### src/rtl/beta_pkg.sv
// Shared constants and types for the beta core front end.
package beta_pkg;
   localparam int XLEN = 32;
   localparam logic [XLEN-1:0] BETA_BOOT_ADDR = 32'h0000_0000;

   typedef enum logic [1:0] {
      BOOT  = 2'd0,
      FETCH = 2'd1,
      FLUSH = 2'd2
   } fetch_state_t;
endpackage

### src/rtl/beta_fetch_fifo.sv
// Small circular buffer with synchronous flush; serves both as the instruction
// buffer and as the in-order PC tag queue of in-flight requests.
module beta_fetch_fifo #(
   parameter int WIDTH = 64,
   parameter int DEPTH = 2
) (
   input  logic                       clk,
   input  logic                       rstn,
   input  logic                       flush,
   input  logic                       push,
   input  logic [WIDTH-1:0]           wdata,
   input  logic                       pop,
   output logic [WIDTH-1:0]           rdata,
   output logic [$clog2(DEPTH+1)-1:0] count
);
   localparam int PW = $clog2(DEPTH);
   localparam int CW = $clog2(DEPTH + 1);

   logic [WIDTH-1:0] mem [DEPTH];
   logic [PW-1:0]    wr_ptr;
   logic [PW-1:0]    rd_ptr;

   function automatic logic [PW-1:0] next_ptr(input logic [PW-1:0] p);
      return (p == PW'(DEPTH - 1)) ? '0 : p + PW'(1);
   endfunction

   always_ff @(posedge clk) begin
      if (!rstn || flush) begin
         wr_ptr <= '0;
         rd_ptr <= '0;
         count  <= '0;
      end else begin
         if (push) wr_ptr <= next_ptr(wr_ptr);
         if (pop)  rd_ptr <= next_ptr(rd_ptr);
         case ({push, pop})
            2'b10:   count <= count + CW'(1);
            2'b01:   count <= count - CW'(1);
            default: ;
         endcase
      end
   end

   // Storage holds data only and is never reset.
   always_ff @(posedge clk) begin
      if (push && !flush) mem[wr_ptr] <= wdata;
   end

   assign rdata = mem[rd_ptr];
endmodule

### src/rtl/beta_fetch_unit.sv
// Instruction fetch unit: issues in-order word fetches tagged with their PC,
// buffers responses for the decoder and drains stale responses after a redirect.
module beta_fetch_unit
   import beta_pkg::*;
#(
   parameter logic [XLEN-1:0] BOOT_ADDR  = BETA_BOOT_ADDR,
   parameter int              FIFO_DEPTH = 2
) (
   input  logic            clk_i,
   input  logic            rstn_i,
   output logic            imem_req_o,
   output logic [XLEN-1:0] imem_addr_o,
   input  logic            imem_gnt_i,
   input  logic            imem_rvalid_i,
   input  logic [XLEN-1:0] imem_rdata_i,
   output logic [XLEN-1:0] instr_o,
   output logic [XLEN-1:0] instr_pc_o,
   output logic            instr_valid_o,
   input  logic            instr_ready_i,
   input  logic            redirect_i,
   input  logic [XLEN-1:0] redirect_pc_i,
   output logic            misaligned_o
);
   localparam int CW = $clog2(FIFO_DEPTH + 1);

   fetch_state_t      state;
   logic [XLEN-1:0]   fetch_pc;
   logic [CW-1:0]     fifo_count;
   logic [CW-1:0]     outstanding;
   logic [CW:0]       inflight;
   logic [CW:0]       outstanding_next;
   logic [XLEN-1:0]   tag_pc;
   logic [2*XLEN-1:0] fifo_head;
   logic              redirect;
   logic              grant;
   logic              rsp;
   logic              fifo_push;
   logic              fifo_pop;

   assign redirect  = redirect_i && (state != BOOT);
   assign grant     = imem_req_o && imem_gnt_i;
   assign rsp       = imem_rvalid_i && (state != BOOT) && (outstanding != '0);
   assign fifo_push = rsp && (state == FETCH) && !redirect;
   assign fifo_pop  = instr_valid_o && instr_ready_i && !redirect;

   // Requests are throttled so every in-flight response always has a buffer slot.
   assign inflight         = {1'b0, outstanding} + {1'b0, fifo_count};
   assign outstanding_next = {1'b0, outstanding} + (CW+1)'(grant) - (CW+1)'(rsp);

   assign imem_req_o    = (state == FETCH) && (inflight < (CW+1)'(FIFO_DEPTH));
   assign imem_addr_o   = fetch_pc;
   assign instr_valid_o = (fifo_count != '0);
   assign instr_o       = fifo_head[2*XLEN-1:XLEN];
   assign instr_pc_o    = fifo_head[XLEN-1:0];

   // Its occupancy is the outstanding-request count; only reset abandons entries.
   beta_fetch_fifo #(.WIDTH(XLEN), .DEPTH(FIFO_DEPTH)) u_tag_q (
      .clk   (clk_i),
      .rstn  (rstn_i),
      .flush (1'b0),
      .push  (grant),
      .wdata (fetch_pc),
      .pop   (rsp),
      .rdata (tag_pc),
      .count (outstanding)
   );

   beta_fetch_fifo #(.WIDTH(2*XLEN), .DEPTH(FIFO_DEPTH)) u_instr_q (
      .clk   (clk_i),
      .rstn  (rstn_i),
      .flush (redirect),
      .push  (fifo_push),
      .wdata ({imem_rdata_i, tag_pc}),
      .pop   (fifo_pop),
      .rdata (fifo_head),
      .count (fifo_count)
   );

   always_ff @(posedge clk_i) begin
      if (!rstn_i) begin
         state        <= BOOT;
         fetch_pc     <= BOOT_ADDR;
         misaligned_o <= 1'b0;
      end else begin
         misaligned_o <= redirect && (redirect_pc_i[1:0] != 2'b00);
         unique case (state)
            BOOT: state <= FETCH;
            FETCH, FLUSH: begin
               if (redirect) begin
                  fetch_pc <= {redirect_pc_i[XLEN-1:2], 2'b00};
                  state    <= (outstanding_next != '0) ? FLUSH : FETCH;
               end else begin
                  if (grant) fetch_pc <= fetch_pc + XLEN'(4);
                  if ((state == FLUSH) && (outstanding_next == '0)) state <= FETCH;
               end
            end
            default: state <= BOOT;
         endcase
      end
   end
endmodule

### config.mk
export PLATFORM = sky130hd
export DESIGN_NAME = beta_fetch_unit
export DESIGN_NICKNAME = d
export VERILOG_FILES = /design/src/rtl/beta_pkg.sv /design/src/rtl/beta_fetch_fifo.sv /design/src/rtl/beta_fetch_unit.sv
export SDC_FILE = /design/constraint.sdc
export NUM_CORES = 1
export LEC_CHECK = 0
export ABC_AREA = 1
export BUFFER_PORTS_ARGS = -buffer_cell sky130_fd_sc_hd__buf_2
export CAP_MARGIN = 30
export CORE_ASPECT_RATIO = 0.5
export CORE_UTILIZATION = 45
export CTS_CLUSTER_SIZE = 24
export DETAILED_ROUTE_END_ITERATION = 8
export PLACE_DENSITY = 0.65
export SLEW_MARGIN = 20
export SYNTH_ARGS = -nofsm -noshare
export SYNTH_HDL_FRONTEND = slang
export SYNTH_HIERARCHICAL = 1
export SYNTH_SLANG_ARGS = --single-unit
### constraint.sdc
create_clock -name clk_i -period 6.7 [get_ports clk_i]
set_input_delay 1.34 -clock clk_i [delete_from_list [all_inputs] [get_ports clk_i]]
set_output_delay 1.34 -clock clk_i [all_outputs]
set_load 0.02 [all_outputs]
==> results of run 1 <==
report_power, final:
group	switching, mW	total [mW]	leakage [nW]	internal, mW
Clock	0.554	1.36	0.376	0.804
Sequential	0.0256	1.63	2.10	1.60
Combinational	0.142	0.224	2.22	0.0823
state kept, by name, indices dropped and copies added, names as in the netlist, 2 cells and up, named ones only:
register / count
u_tag_q/count: 2
imem_addr_o: 30
state: 2
u_instr_q/count: 2
u_tag_q/mem: 64
u_instr_q/mem: 128
Yosys cell counts, types with 2 or more instances:
| cell type | n |
|---|---|
| xnor2_1 | 4 |
| a21boi_0 | 2 |
| buf_4 | 5 |
| o21ai_0 | 20 |
| buf_12 | 9 |
| nor2_4 | 6 |
| edfxtp_1 | 192 |
| and2_1 | 2 |
| buf_2 | 6 |
| a31oi_1 | 3 |
| inv_1 | 54 |
| o21ai_2 | 5 |
| a21oi_1 | 31 |
| ha_1 | 9 |
| nand2_2 | 7 |
| nand3_1 | 31 |
| nor2_2 | 5 |
| mux2_2 | 6 |
| nor2_1 | 86 |
| nand2_1 | 162 |
| buf_6 | 5 |
| dfxtp_1 | 43 |
| fa_1 | 2 |
| mux2_4 | 90 |
| clkbuf_1 | 3 |
| nor3_1 | 11 |
worst max path at each step:
stage,start,cells past startpoint,slack (ns),to
2_1_floorplan,redirect_i,7,-0.26,u_instr_q/mem[0][0]
3_3_place_gp,redirect_i,7,2.28,u_instr_q/mem[0][43]
3_5_place_dp,redirect_i,7,2.26,u_instr_q/mem[0][43]
4_1_cts,register,3,2.79,instr_o[20]
5_1_grt,register,3,2.74,instr_o[20]
6_report,register,3,2.89,instr_o[21]
routing by layer:
layer | up-vias | global-route usage [%] | wire [µm]
li1 | 3168 | - | -
met1 | 3055 | 23.6 | 9690
met2 | 124 | 29.0 | 10000
met3 | 28 | 3.05 | 1040
met4 | 0 | 5.00 | 435
met5 | - | 0 | 0
final cells by class:
| type | count | area share (%) |
|---|---|---|
| sequential | 235 | 53.8 |
| multi-input combinational | 505 | 27.6 |
| timing repair buffer | 173 | 7.32 |
| clock buffer | 27 | 4.87 |
| tap | 307 | 3.11 |
| inverter | 55 | 1.67 |
| clock inverter | 15 | 1.61 |
per-stage QoR:
| stage | setup WS (ns) | cell area, µm² | hold WS (ns) |
|---|---|---|---|
| floorplan | -0.257 | 10500 | 0.460 |
| global placement | 2.28 | 11500 | 0.490 |
| detailed placement | 2.26 | 11500 | 0.498 |
| CTS | 2.79 | 12300 | 0.508 |
| global route | 2.74 | 12300 | 0.550 |
| finish | 2.89 | 12300 | 0.511 |
kinds of logic after synthesis:
logic type | Yosys count | share of synthesized area (%)
compound gates | 67 | 3.68
xor+xnor | 4 | 0.334
mux | 96 | 13.5
simple gates | 316 | 12.9
buf+inv | 83 | 4.97
fa+ha+maj | 11 | 1.45
flops | 235 | 63.1
other cells | 1 | 0.0357
tightest hold or removal path, delay by kind of cell, from the launching register on:
kind,cells,cell delay (ns)
and+or+nand+nor,1,0.07
AOI/OAI and AO/OA,1,0.05
DFF,1,0.34
==> summary.md, run 1 <==
| Metric | Value |
|---|---|
| Ant. Diodes | 0 |
| Crit share post-route | 56.9% |
| Worst clock skew | around 0.013 ns |
| Commonest cells after routing, fill and taps aside | edfxtp_1, buf_2, nand2_1, mux2_4, nor2_1 |
| Die Y | around 110 µm |
| Post-synth top flop | edfxtp_1 |
| Clk pin slew, worst setup/hold paths | about 0.070 ns |
| R2R setup slack | around 3.3 ns |
| Cells along the critical path | buf_4 > mux2_2 > buf_2 |
| DRC viols | 0 |
| Post-synthesis area per instance | about 13 µm² |
| Port bufs | 166 |
| Largest stage delay, worst path | 0.68 ns |
| Max cap viols | 0 |
| Post-synth EDFFs | 192 |
| CP max-delay cell | buf_4 |
| Post-Route WL | approximately 21000 µm |
| R2r startpoint | state[0] |
| Vias | 6375 |
| Multi-input logic area | ~3400 µm² |
| Vias in the first global route | about 6000 |
| Yosys reg bits | around 240 |
| Worst-Margin Slew | 0.908 ns |
| Post-route setup TNS | 0 ns |
| Hold Path Stages | 2 |
| Buffers from clock root to sink, at most | 3 |
| Post-cts resize count | 0 |
| CP startpoint kind | register |
| Final ANT Viol Nets | 0 |
| R2r endpoint | u_instr_q/mem[1][43] |
| Fmax | around 260 MHz |
| Starting Density | 46.0% |
| Yosys top cell by area | edfxtp_1 |
| Final RePlAce weighted congestion | 0.890 |
| Data arrival, critical path | about 2.5 ns |
| PwrDens | around 260 nW/µm² |
| Synth async-reset ratio | 0% |
| Leakage | approximately 4.7 nW |
| Pre-Repair DR Iteration Count | 4 |
| Vias/cell | 4.84 |
| All-Layer GR Usage | about 17% |
| CTS tree | done |
| Slew Limit Fails | 0 |
| Hold endpoint | state[1] |
| Worst-path fanout max | 40 |
| Initial antenna violation count | 0 |
| HP Class | reg -> reg |
| Synth area leaders | edfxtp_1, mux2_4, dfxtp_1 |
| Root Driver | clkbuf_16 |
| DRT iter0 DRCs | 415 |
| Post-synth cell types | 40 |
| Clock Latency Late Sink | between 0.5 and 0.6 ns |
| First-pass GRT wire length | around 32000 µm |
| Run status | finished clean |
| Share of cells above drive strength 1 | between 30% and 40% |
| Register area share after synthesis | between 60% and 70% |
| Num rows | 39 |
| Hold buffer count at CTS | 0 |
| Layout net count | 1074 |
| Hpwl dp | between 10000 and 15000 µm |
| Die area | about 24000 µm² |
| Crit path time final | ~3.8 ns |
| Fin cells | roughly 1300 |
| Fin. Hold Viols | 0 |
| Final Setup Violations | 0 |
| Max_slew headroom | 39.5% |
| WP data required | 5.36 ns |
| Sinks on Clock Net | roughly 240 |
| Synth Warn # | 6 |
| Post-CTS setup buffer count | 0 |
| Dpl cells | between 1000 and 1500 |
| Finished Core Util | a little over half |
| Number of CTS-inserted buffers | 23 |
| Total power | 3.21 mW |
| # H-tree levels | 1 |
| Mapped Cells | about 810 |
| Post-synth top area share | between 50% and 60% |
| Setup CP Type | reg -> out |
| Hold Crit Start | state[1] |
| Commonest non-fill, non-tap cell in the layout | edfxtp_1 |
| Largest net degree at the start of global routing | 65 |
| CP bufs+invs | 2 |
| Chip width | 218 µm |
| Num ports | roughly 170 |
| RSZ-0062 raised after global routing | false |
| Fillers | a little under 2000 |
| Grt total ovfl | 0 |
| Register area | around 6600 µm² |
| Core area | around 23000 µm² |
| Wire length per cell | approximately 16 µm |
| Top delay family on crit path | buffers and inverters |
| Cell area after synthesis | 10500 µm² |
| VDD IR max | approximately 0.00015 V |
| Area Overhead vs Synth | 17.5% |
| Reg2reg path depth | 10 |
| Worst setup EP type | primary output |
Note: power is estimated with default switching activity, not from simulation.
==> run 2: changes to the inputs <==
--- a/config.mk
+++ b/config.mk
@@ -12,7 +12,7 @@
 export CORE_UTILIZATION = 45
 export CTS_CLUSTER_SIZE = 24
 export DETAILED_ROUTE_END_ITERATION = 8
-export PLACE_DENSITY = 0.65
+export PLACE_DENSITY = 0.63
 export SLEW_MARGIN = 20
 export SYNTH_ARGS = -nofsm -noshare
 export SYNTH_HDL_FRONTEND = slang
==> constraint.sdc (replaced) <==
create_clock -name clk_i -period 3.8 [get_ports clk_i]
set_input_delay 0.76 -clock clk_i [delete_from_list [all_inputs] [get_ports clk_i]]
set_output_delay 0.76 -clock clk_i [all_outputs]
set_load 0.02 [all_outputs]
==> summary.md, run 2 (synthesized netlist as in run 1, its figures left out) <==
| Metric | Value |
|---|---|
| Run status | complete, but fails checks |
| Failing checks | DRC |
| Initial antenna violation count | 0 (unchanged) |
| Worst-path fanout max | 6 (-85%) |
| CP bufs+invs | 2 (unchanged) |
| Sinks on Clock Net | 235 (unchanged) |
| Num ports | 169 (unchanged) |
| Core area | 22800 µm² (unchanged) |
| Commonest cells after routing, fill and taps aside | edfxtp_1, buf_2, nand2_1, mux2_4, nor2_1 |
| Worst setup EP type | register |
| WP depth | 16 (+13) |
| Num rows | 39 (unchanged) |
| Total power | 5.53 mW (+72%) |
| Largest net degree at the start of global routing | 65 (unchanged) |
| Max_slew headroom | 44.1% (+4.6 points) |
| Final Setup Violations | 0 (unchanged) |
| Die Y | 110 µm (unchanged) |
| Hold buffer count at CTS | 0 (unchanged) |
| DRC viols | 4 (+4) |
| Fin. Hold Viols | 0 (unchanged) |
| Vias/cell | 4.86 (+0.31%) |
| Post-cts resize count | 0 (unchanged) |
| Number of CTS-inserted buffers | 22 (-4.3%) |
| WP data required | 4.22 ns (-1.14 ns) |
| Fin area | 12300 µm² (about the same) |
| Fmax | 326 MHz |
| DRT iter0 DRCs | 445 (+7.2%) |
| Layout net count | 1074 (unchanged) |
| CP startpoint kind | register |
| Largest stage delay, worst path | 0.44 ns (-0.24 ns) |
| Max cap viols | 0 (unchanged) |
| Setup ws final | 0.729 ns (-2.16 ns) |
| Buffers from clock root to sink, at most | 3 (unchanged) |
| Root Driver | clkbuf_16 |
| Pre-CTS setup slack | 0.703 ns (-1.56 ns) |
| Worst-Margin Slew | 0.833 ns (-0.0746 ns) |
| Port bufs | 166 (unchanged) |
| Dpl cells | 1276 (+0.16%) |
| Crit path time final | roughly 3.1 ns |
| HP Class | in -> reg |
| Starting Density | 46.0% (unchanged) |
| Critical path origin | u_tag_q/count[0] |
| CTS tree | done |
| Most numerous cell on the critical path | nor2_1 |
| Vias in the first global route | 6013 (-0.41%) |
| Data arrival, critical path | 3.50 ns (+1.03 ns) |
| Hold_ws | 0.439 ns (-0.0724 ns) |
| Ant. Diodes | 0 (unchanged) |
| Wire length per cell | 16.1 µm (about the same) |
| Cells along the critical path | nand2_1 > inv_1 > fa_1 > nor3b_4 > nand2_4 > ha_1 > inv_1 > ha_1 > fa_1 > nor2_1 > nand3_1 > nor2_1 > nor3_2 > nor2_1 > nand2_1 > a21oi_1 |
| VDD IR max | 0.000307 V (+100%) |
| Worst clock skew | 0.0138 ns (+0.000601 ns) |
| Reg2reg path depth | 16 (+6) |
| Area post-placement | 11600 µm² (+0.78%) |
| Share of cells above drive strength 1 | 33.4% (-0.56 points) |
| Grt total ovfl | 0 (unchanged) |
| PwrDens | 448 nW/µm² (+72%) |
| Final ANT Viol Nets | 0 (unchanged) |
| Post-CTS setup buffer count | 0 (unchanged) |
| Hpwl dp | 14200 µm (about the same) |
| Commonest non-fill, non-tap cell in the layout | edfxtp_1 |
| # H-tree levels | 1 (unchanged) |
| Largest register FFs | 128 (unchanged) |
| CP max-delay cell | fa_1 |
| R2R setup slack | 0.73 ns (-2.56 ns) |
| Leakage | 4.69 nW (about the same) |
| Fin cells | 1316 (-0.076%) |
| All-Layer GR Usage | 17.5% (+0.088 points) |
| Vias | 6390 (+0.24%) |
| Clk pin slew, worst setup/hold paths | 0.07 ns (about the same) |
| Clock Latency Late Sink | 0.51 ns (about the same) |
| Register name with the most flops | u_instr_q/mem |
| Die area | 24000 µm² (unchanged) |
| Chip width | 218 µm (unchanged) |
| R2r endpoint | state[0] |
| First-pass GRT wire length | 32300 µm (about the same) |
| Top delay family on crit path | adder cells |
| Fillers | 1964 (+0.77%) |
| R2r startpoint | u_tag_q/count[0] |
| Slew Limit Fails | 0 (unchanged) |
| Final RePlAce weighted congestion | 0.830 (-6.8%) |
| Crit path capture | state[0] |
| Crit share post-route | between 80% and 90% |
| Setup CP Type | reg -> reg |
| RSZ-0062 raised after global routing | false |
| Pre-Repair DR Iteration Count | 7 (+3) |
| Area Overhead vs Synth | 17.5% (about the same) |
| Post-Route WL | 21200 µm (about the same) |
-- run 2: cell count changes in the layout (fill, tap and decap cells not counted), sizes merged --
cell	before	now
bufinv	4	3
clkinv	6	10
buf	173	174
clkinvlp	5	1
inv	55	54
-- run 2: cell type report --
cell class / count / area (µm²) / area share, %
sequential: 235 / 6630 / 53.7
multi-input combinational: 505 / 3430 / 27.8
timing repair buffer: 174 / 941 / 7.62
clock buffer: 27 / 601 / 4.87
tap: 307 / 384 / 3.11
inverter: 55 / 206 / 1.67
clock inverter: 13 / 144 / 1.17
-- run 2: how the worst min path moves through the flow --
| stage | from | endpoint | depth (start not counted) |
|---|---|---|---|
| floorplan | state[1] | state[1] | 2 |
| global placement | state[1] | state[1] | 2 |
| detailed placement | state[1] | state[1] | 2 |
| CTS | imem_rdata_i[8] | u_instr_q/mem[1][40] | 1 |
| global route | imem_rdata_i[19] | u_instr_q/mem[0][51] | 1 |
| finish | imem_rdata_i[3] | u_instr_q/mem[0][35] | 1 |
-- run 2: per-layer routing --
metal  GRT usage, %  routed length [µm]  part of all wire, %
met2           28.5                9900                   47
met1           23.9                9780                   46
met3           3.18                 972                  4.6
met5              0                   0                    0
met4           5.44                 531                  2.5
-- run 2: power by group --
group          total [mW]  internal (mW)  switching [mW]
combinational       0.390          0.141           0.250
clock                2.27           1.33           0.938
sequential           2.87           2.82          0.0453
-- run 2: per-stage QoR --
stage	setup TNS (ns)	utilization, %
floorplan	-79.85	-
global placement	0	50.7
detailed placement	0	50.8
CTS	0	54.0
global route	0	54.0
finish	0	54.0
